--- src/rtl/pipelined_alu.sv ---
// Handshaked ALU with registered result/flags; ops complete in one cycle, except mul,
// which is iterative (WIDTH cycles) and exists only when PIPELINED_ALU_MUL_EN is defined.
module pipelined_alu #(
  parameter int WIDTH = 32
) (
  input  logic             clk,
  input  logic             rst,
  input  logic             in_valid,
  output logic             in_ready,
  input  logic [WIDTH-1:0] A,
  input  logic [WIDTH-1:0] B,
  input  logic [3:0]       ALU_Sel,
  output logic             out_valid,
  input  logic             out_ready,
  output logic [WIDTH-1:0] ALU_Out,
  output logic             Zero,
  output logic             Carry,
  output logic             Overflow,
  output logic             Err
);
  localparam int SHW = $clog2(WIDTH);
  localparam int CW  = SHW + 1;

  typedef struct packed {
    logic [WIDTH-1:0] res;
    logic             zero;
    logic             carry;
    logic             ovf;
    logic             err;
  } rsp_t;

  typedef enum logic [1:0] {IDLE, BUSY, DONE} state_t;

  function automatic rsp_t compute(input logic [WIDTH-1:0] a, input logic [WIDTH-1:0] b,
                                   input logic [3:0] sel);
    rsp_t           r;
    logic [WIDTH:0] sum;
    logic [SHW-1:0] sh;
    r   = '0;
    sum = '0;
    sh  = b[SHW-1:0];
    case (sel)
      4'b0000: begin
        sum     = {1'b0, a} + {1'b0, b};
        r.res   = sum[WIDTH-1:0];
        r.carry = sum[WIDTH];
        r.ovf   = (a[WIDTH-1] == b[WIDTH-1]) && (sum[WIDTH-1] != a[WIDTH-1]);
      end
      4'b0001: begin
        // carry out of a + ~b + 1 is the no-borrow flag
        sum     = {1'b0, a} + {1'b0, ~b} + (WIDTH+1)'(1);
        r.res   = sum[WIDTH-1:0];
        r.carry = sum[WIDTH];
        r.ovf   = (a[WIDTH-1] != b[WIDTH-1]) && (sum[WIDTH-1] != a[WIDTH-1]);
      end
      4'b0010: r.res = a & b;
      4'b0011: r.res = a | b;
      4'b0100: r.res = a ^ b;
      4'b0101: r.res = ~(a | b);
      4'b0110: r.res = ~(a & b);
      4'b0111: r.res = {{(WIDTH-1){1'b0}}, $signed(a) < $signed(b)};
      4'b1000: r.res = {{(WIDTH-1){1'b0}}, a < b};
      4'b1001: r.res = a << sh;
      4'b1010: r.res = a >> sh;
      4'b1011: r.res = $signed(a) >>> sh;
      default: r.err = 1'b1;
    endcase
    r.zero = (r.res == '0);
    return r;
  endfunction

  state_t state, state_n;
  rsp_t   rsp_q, rsp_d;
  logic   accept, is_mul;

`ifdef PIPELINED_ALU_MUL_EN
  logic [WIDTH-1:0] mcand, mplier, acc, acc_n;
  logic [CW-1:0]    cnt;

  assign is_mul = (ALU_Sel == 4'b1100);
  assign acc_n  = acc + (mplier[0] ? mcand : '0);
`else
  assign is_mul = 1'b0;
`endif

  assign in_ready  = (state == IDLE) || ((state == DONE) && out_ready);
  assign accept    = in_valid && in_ready;
  assign out_valid = (state == DONE);
  assign rsp_d     = compute(A, B, ALU_Sel);

  always_ff @(posedge clk or posedge rst) begin
    if (rst) state <= IDLE;
    else     state <= state_n;
  end

  always_comb begin
    state_n = state;
    case (state)
      IDLE: if (accept) state_n = is_mul ? BUSY : DONE;
`ifdef PIPELINED_ALU_MUL_EN
      BUSY: if (cnt == CW'(1)) state_n = DONE;
`endif
      DONE: begin
        if (accept)         state_n = is_mul ? BUSY : DONE;
        else if (out_ready) state_n = IDLE;
      end
      default: state_n = IDLE;
    endcase
  end

  // result register only moves on a single-cycle accept or the final mul step
  always_ff @(posedge clk or posedge rst) begin
    if (rst) begin
      rsp_q <= '0;
    end else if (accept && !is_mul) begin
      rsp_q <= rsp_d;
`ifdef PIPELINED_ALU_MUL_EN
    end else if ((state == BUSY) && (cnt == CW'(1))) begin
      rsp_q <= {acc_n, acc_n == '0, 3'b000};
`endif
    end
  end

`ifdef PIPELINED_ALU_MUL_EN
  // shift-and-add: one multiplier bit per BUSY cycle
  always_ff @(posedge clk or posedge rst) begin
    if (rst) begin
      mcand  <= '0;
      mplier <= '0;
      acc    <= '0;
      cnt    <= '0;
    end else if (accept && is_mul) begin
      mcand  <= A;
      mplier <= B;
      acc    <= '0;
      cnt    <= CW'(WIDTH);
    end else if (state == BUSY) begin
      acc    <= acc_n;
      mcand  <= mcand << 1;
      mplier <= mplier >> 1;
      cnt    <= cnt - CW'(1);
    end
  end
`endif

  assign ALU_Out  = rsp_q.res;
  assign Zero     = rsp_q.zero;
  assign Carry    = rsp_q.carry;
  assign Overflow = rsp_q.ovf;
  assign Err      = rsp_q.err;
endmodule
--- config.mk ---
export PLATFORM = sky130hd
export DESIGN_NAME = pipelined_alu
export DESIGN_NICKNAME = d
export VERILOG_FILES = /design/src/rtl/pipelined_alu.sv
export SDC_FILE = /design/constraint.sdc
export NUM_CORES = 1
export LEC_CHECK = 0
export BUFFER_PORTS_ARGS = -buffer_cell sky130_fd_sc_hd__clkbuf_2
export CORE_MARGIN = 2
export CORE_UTILIZATION = 51
export DETAILED_ROUTE_END_ITERATION = 12
export PLACE_DENSITY_LB_ADDON = 0.12
export RECOVER_POWER = 100
export SLEW_MARGIN = 20
export SYNTH_ARGS = -nofsm -noshare
export SYNTH_HDL_FRONTEND = slang
export SYNTH_SLANG_ARGS = --single-unit
--- constraint.sdc ---
create_clock -name clk -period 2 [get_ports clk]
set_input_delay 0.4 -clock clk [delete_from_list [all_inputs] [get_ports clk]]
set_output_delay 0.4 -clock clk [all_outputs]
set_load 0.03 [all_outputs]
==> results of run 1 <==
==> cell usage after synthesis, types with 13 or more instances <==
library cell	instances
nor3_1	39
a31oi_1	20
nor2_1	129
dfrtp_1	37
o211ai_1	48
a211oi_1	22
nand4_1	13
buf_1	14
nor4_1	21
xnor2_1	13
nand2b_1	19
o31ai_1	13
nor2b_1	20
ha_1	97
clkbuf_1	87
buf_2	38
a211o_1	13
a21oi_1	118
mux2_2	24
nand2_1	189
o22ai_1	24
mux2i_1	77
a22oi_1	18
mux4_2	50
nand3_1	46
xor2_1	14
o21ai_0	118
inv_1	99
==> through the flow <==
| step | util | setup slack (ns) | setup TNS, ns | cells |
|---|---|---|---|---|
| after global placement | 0.776 | -2.18 | -44.63 | 2725 |
| after CTS | 0.853 | -1.57 | -29.05 | 2776 |
| after detailed placement | 0.776 | -2.33 | -47.04 | 2725 |
| after floorplan | - | -1.54 | -27.21 | 1712 |
==> per-layer routing <==
metal / GRT overflow / track usage
met1: 0 / 0.773
met2: 64 / 0.930
met3: 0 / 0.515
met4: 71 / 0.682
met5: 0 / 0.0890
==> cells by family after synthesis <==
logic type,count (synthesis),share of synthesized area
compound gates,591,0.329
xor+xnor,27,0.0190
fa+ha+maj,99,0.101
buf+inv,258,0.0882
flops,37,0.0745
mux,156,0.181
simple gates,544,0.207
==> timing repair <==
item | CTS
buffers inserted | 63
gates cloned | 1
setup endpoints to repair | 35
resized for setup | 298
pin swaps | 108
==> impl_metrics.env, run 1 <==
export IMPL_avgSynthCellArea_sq_um=7.26
export IMPL_ys_types=97
export IMPL_yosysTopAreaCell="ha_1"
export IMPL_synth_nets=1883
export IMPL_worstEndpointGrtRepair="Zero$_DFFE_PP0P_/D"
export IMPL_netlist_area_sq_mm=0.0124
export IMPL_ys_flop_type="dfrtp_1"
export IMPL_placedInstanceArea_sq_mm=0.0187
export IMPL_clockRootBuffer="clkbuf_16"
export IMPL_synth_top_area_share=0.0977
export IMPL_clock_sinks=37
export IMPL_lastStage="5_1_grt"
export IMPL_yosys_top_cells_area="ha_1 9.8%, mux4_2 9.1%, dfrtp_1 7.5%"
export IMPL_floorplan_initialDensity=0.515
export IMPL_synthCells=1712
export IMPL_error="[ERROR GRT-0232] Routing congestion too high. Check the congestion heatmap in the GUI."
export IMPL_pin_count=110
export IMPL_status="aborted with a tool error"
export IMPL_synth_seq_area_share=0.0745
export IMPL_portBuffers=109
export IMPL_track_usage=0.730
export IMPL_synth_edff_count=0
export IMPL_overflow=135
export IMPL_grt_max_degree=40
export IMPL_postCtsHoldBufs=0
export IMPL_die_height_um=160
export IMPL_place_hpwl_mm=56.2
export IMPL_cts_buffer_depth=2
export IMPL_die_w_um=160
export IMPL_ys_async_sr_fraction=1.00
export IMPL_num_rows=57
export IMPL_htree_levels=2
export IMPL_yosys_warnings=0
export IMPL_routabilityCongestion=1.14
export IMPL_ys_ff_latch=37
export IMPL_numCtsBuffers=5
export IMPL_worstEpCategory="register input"
==> run 2: changes to the inputs <==
--- a/config.mk
+++ b/config.mk
@@ -7,9 +7,9 @@
 export LEC_CHECK = 0
 export BUFFER_PORTS_ARGS = -buffer_cell sky130_fd_sc_hd__clkbuf_2
 export CORE_MARGIN = 2
-export CORE_UTILIZATION = 51
+export CORE_UTILIZATION = 36
 export DETAILED_ROUTE_END_ITERATION = 12
-export PLACE_DENSITY_LB_ADDON = 0.12
+export PLACE_DENSITY_LB_ADDON = 0.15
 export RECOVER_POWER = 100
 export SLEW_MARGIN = 20
 export SYNTH_ARGS = -nofsm -noshare
==> constraint.sdc (replaced) <==
create_clock -name clk -period 2.6 [get_ports clk]
set_input_delay 0.52 -clock clk [delete_from_list [all_inputs] [get_ports clk]]
set_output_delay 0.52 -clock clk [all_outputs]
set_load 0.03 [all_outputs]
==> run 2 against run 1 <==
The flow now finishes, with violations (setup timing). Synthesized area stayed put. Synthesized cell count stayed put.
==> impl_metrics.env, run 2 <==
export IMPL_status="finished with violations"
export IMPL_violations="setup timing"
export IMPL_routed_via_count=18000
export IMPL_report_final_slew_viol_count=0
export IMPL_netlist_top_cells_count="189 x nand2_1, 129 x nor2_1, 118 x a21oi_1, 118 x o21ai_0, 99 x inv_1"
export IMPL_fin_cells=2906
export IMPL_ys_flop_type="dfrtp_1"
export IMPL_fmax_mhz=270
export IMPL_htree_levels=2
export IMPL_fillers=3205
export IMPL_worst_slew_pin_slew_ns=1.03
export IMPL_layout_cells_most_common_list="695 x buf_4, 182 x nand2_1, 120 x nor2_1, 95 x a21oi_1, 88 x o21ai_0"
export IMPL_synthCells=1712
export IMPL_ant_nets=0
export IMPL_cts_tree="done"
export IMPL_comb_power_share=0.768
export IMPL_reg2reg_depth=13
export IMPL_critPathCaptureType="flip-flop"
export IMPL_drtIter0Drc=1882
export IMPL_drtPass1Iterations=8
export IMPL_rr_startpoint="state[1]"
export IMPL_cp_start_kind="input port"
export IMPL_pin_count=110
export IMPL_final_common_cell="buf_4"
export IMPL_yosys_warnings=0
export IMPL_coreArea_sq_mm=0.0343
export IMPL_whs_ns=0.479
export IMPL_p_leak_uw=0.00946
export IMPL_ff2ff_setup_slack_ns=-0.42
export IMPL_setup_violations=30
export IMPL_ys_ff_latch=37
export IMPL_rsz0062_at_grt="true"
export IMPL_largest_reg_flops=32
export IMPL_areaGrowthSynthToFinish_pct=68.9
export IMPL_r2r_end="Zero"
export IMPL_p_int_uw=3330
export IMPL_peakVddDrop_uv=272
export IMPL_finalWirelength_mm=78.0
export IMPL_viasPerCell=6.18
export IMPL_hold_path_cell_count=2
export IMPL_power_density_mw_per_mm2=302
export IMPL_cts_buffer_depth=2
export IMPL_crit_end="Zero"
export IMPL_clockRootBuffer="clkbuf_16"
export IMPL_switching_share=0.475
export IMPL_hp_class="flip-flop to flip-flop"
export IMPL_arrival_ns=3.92
export IMPL_yosys_top_cells_area="ha_1 9.8%, mux4_2 9.1%, dfrtp_1 7.5%"
export IMPL_netlist_area_sq_mm=0.0124
export IMPL_synth_most_common_cell="nand2_1"
export IMPL_grt_pass1_vias=17400
export IMPL_synth_nets=1883
export IMPL_drv_cap=0
export IMPL_yosysTopAreaCell="ha_1"
export IMPL_num_rows=68
export IMPL_place_inst=2850
export IMPL_ys_types=97
export IMPL_path_clk_slew_ns=0.08
export IMPL_numCtsBuffers=5
export IMPL_pwr_share_clk=0.117
export IMPL_max_slew_margin_rel=0.313
export IMPL_nNetsFinal=2620
export IMPL_floorplan_initialDensity=0.362
export IMPL_postCtsHoldBufs=0
export IMPL_setup_ws_ns=-1.10
export IMPL_grt_max_degree=40
export IMPL_drc=0
export IMPL_cp_max_fo=3
export IMPL_clkLatencyLatePin_ns=0.31
export IMPL_pwr_share_seq=0.114
export IMPL_hold_viol_final=0
export IMPL_layout_drive_gt1_share=0.481
export IMPL_ys_async_sr_fraction=1.00
export IMPL_place_hpwl_mm=63.5
export IMPL_clock_sinks=37
export IMPL_avgSynthCellArea_sq_um=7.26
export IMPL_path_class="input port to flip-flop"
export IMPL_portBuffers=109
export IMPL_synth_top_area_share=0.0977
export IMPL_synth_edff_count=0
export IMPL_period_share=1.42
export IMPL_antenna_found_initial=4
export IMPL_die_w_um=190
export IMPL_routabilityCongestion=1.08
export IMPL_track_usage=0.421
export IMPL_die_area_sq_mm=0.0360
export IMPL_skew_ns=0.0241
export IMPL_crit_start="A[0]"
export IMPL_cp_required_ns=2.82
export IMPL_period_minus_slack_ns=3.70
export IMPL_final_util=0.612
export IMPL_p_sw_uw=3010
export IMPL_synth_seq_area_share=0.0745
export IMPL_grt_pass1_wl_mm=113
export IMPL_die_height_um=190
export IMPL_wl_per_cell_um=26.8
export IMPL_overflow=0
run 2: cell counts after synthesis:
No cell type changed its count.
run 2: routing by layer:
| metal | global-route usage | routed length, um | vias to the layer above | share of wire |
|---|---|---|---|---|
| li1 | - | - | 7968 | - |
| met4 | 0.218 | 5100 | 0 | 0.065 |
| met3 | 0.0837 | 8120 | 203 | 0.10 |
| met1 | 0.559 | 31900 | 8675 | 0.41 |
| met5 | 0 | 0 | - | 0 |
| met2 | 0.646 | 32900 | 1112 | 0.42 |
run 2: per-stage QoR:
step / total power [uW] / TNS (ns) / instance area, sq um / worst slack (ns)
6_report: 6350 / -14.29 / 21000 / -1.10
5_1_grt: 6610 / -16.61 / 21000 / -1.23
2_1_floorplan: 2790 / -11.61 / 12800 / -1.06
3_3_place_gp: 4940 / -32.60 / 18800 / -1.86
4_1_cts: 6110 / -14.71 / 20400 / -1.14
3_5_place_dp: 4960 / -33.69 / 18800 / -1.92
run 2: area by class of cell:
class / count / area (sq um) / share of cell area
Multi-Input combinational cell: 1417 / 11900 / 0.569
Tap cell: 455 / 569 / 0.0271
Clock buffer: 6 / 129 / 0.00614
Inverter: 106 / 449 / 0.0214
Antenna cell: 1 / 2.50 / 0.000119
Sequential cell: 37 / 926 / 0.0441
Timing Repair Buffer: 882 / 6930 / 0.330
Clock inverter: 2 / 38.8 / 0.00185
run 2: power groups by stage:
stage               combinational, uW  clock [uW]  sequential [uW]
CTS                              4620         757              727
global route                     5100         774              736
detailed placement               4220           0              737
finish                           4880         744              726
global placement                 4210           0              732
floorplan                        1870           0              925
run 2: how the worst min path moves through the flow:
| stage | to | slack [ns] | start |
|---|---|---|---|
| after floorplan | state[1] | 0.63 | in_valid |
| after global placement | ALU_Out[22] | 0.46 | ALU_Out[22] |
| after detailed placement | ALU_Out[12] | 0.47 | ALU_Out[12] |
| after CTS | ALU_Out[4] | 0.34 | rst |
| after global routing | ALU_Out[20] | 0.50 | ALU_Out[20] |
| final | ALU_Out[27] | 0.48 | ALU_Out[27] |
run 2: cell families (layout without fill, tap and decap cells):
logic type,after synthesis,in the layout,share of synthesized area
adders and majority gates,99,99,0.101
DFF,37,37,0.0745
muxes,156,156,0.181
other,0,1,0
and+or+nand+nor,544,544,0.207
buffers and inverters,258,996,0.0882
AOI/OAI and AO/OA,591,591,0.329
xor gates and xnor gates,27,27,0.0190
run 2: worst max-delay path, cell delays in order:
cell and delay (ns):
buf_8 0.08, inv_4 0.04, ha_4 0.16, fa_2 0.38
o21bai_4 0.17, o2111ai_4 0.16, a2111oi_4 0.40, buf_4 0.22
nor3_4 0.05, buf_6 0.15, a211o_1 0.26, a311oi_2 0.36
nand3_1 0.16, nor4_2 0.26, buf_4 0.17, nand4_1 0.12
o31ai_2 0.29
run 2: repair_timing:
item	4_1_cts	5_1_grt
buffers inserted	46	23
endpoints found under the setup margin	33	33
gates resized for setup	251	126
gates cloned	0	1
pin swaps	73	68
No activity file was read; power rests on OpenSTA's default activity.
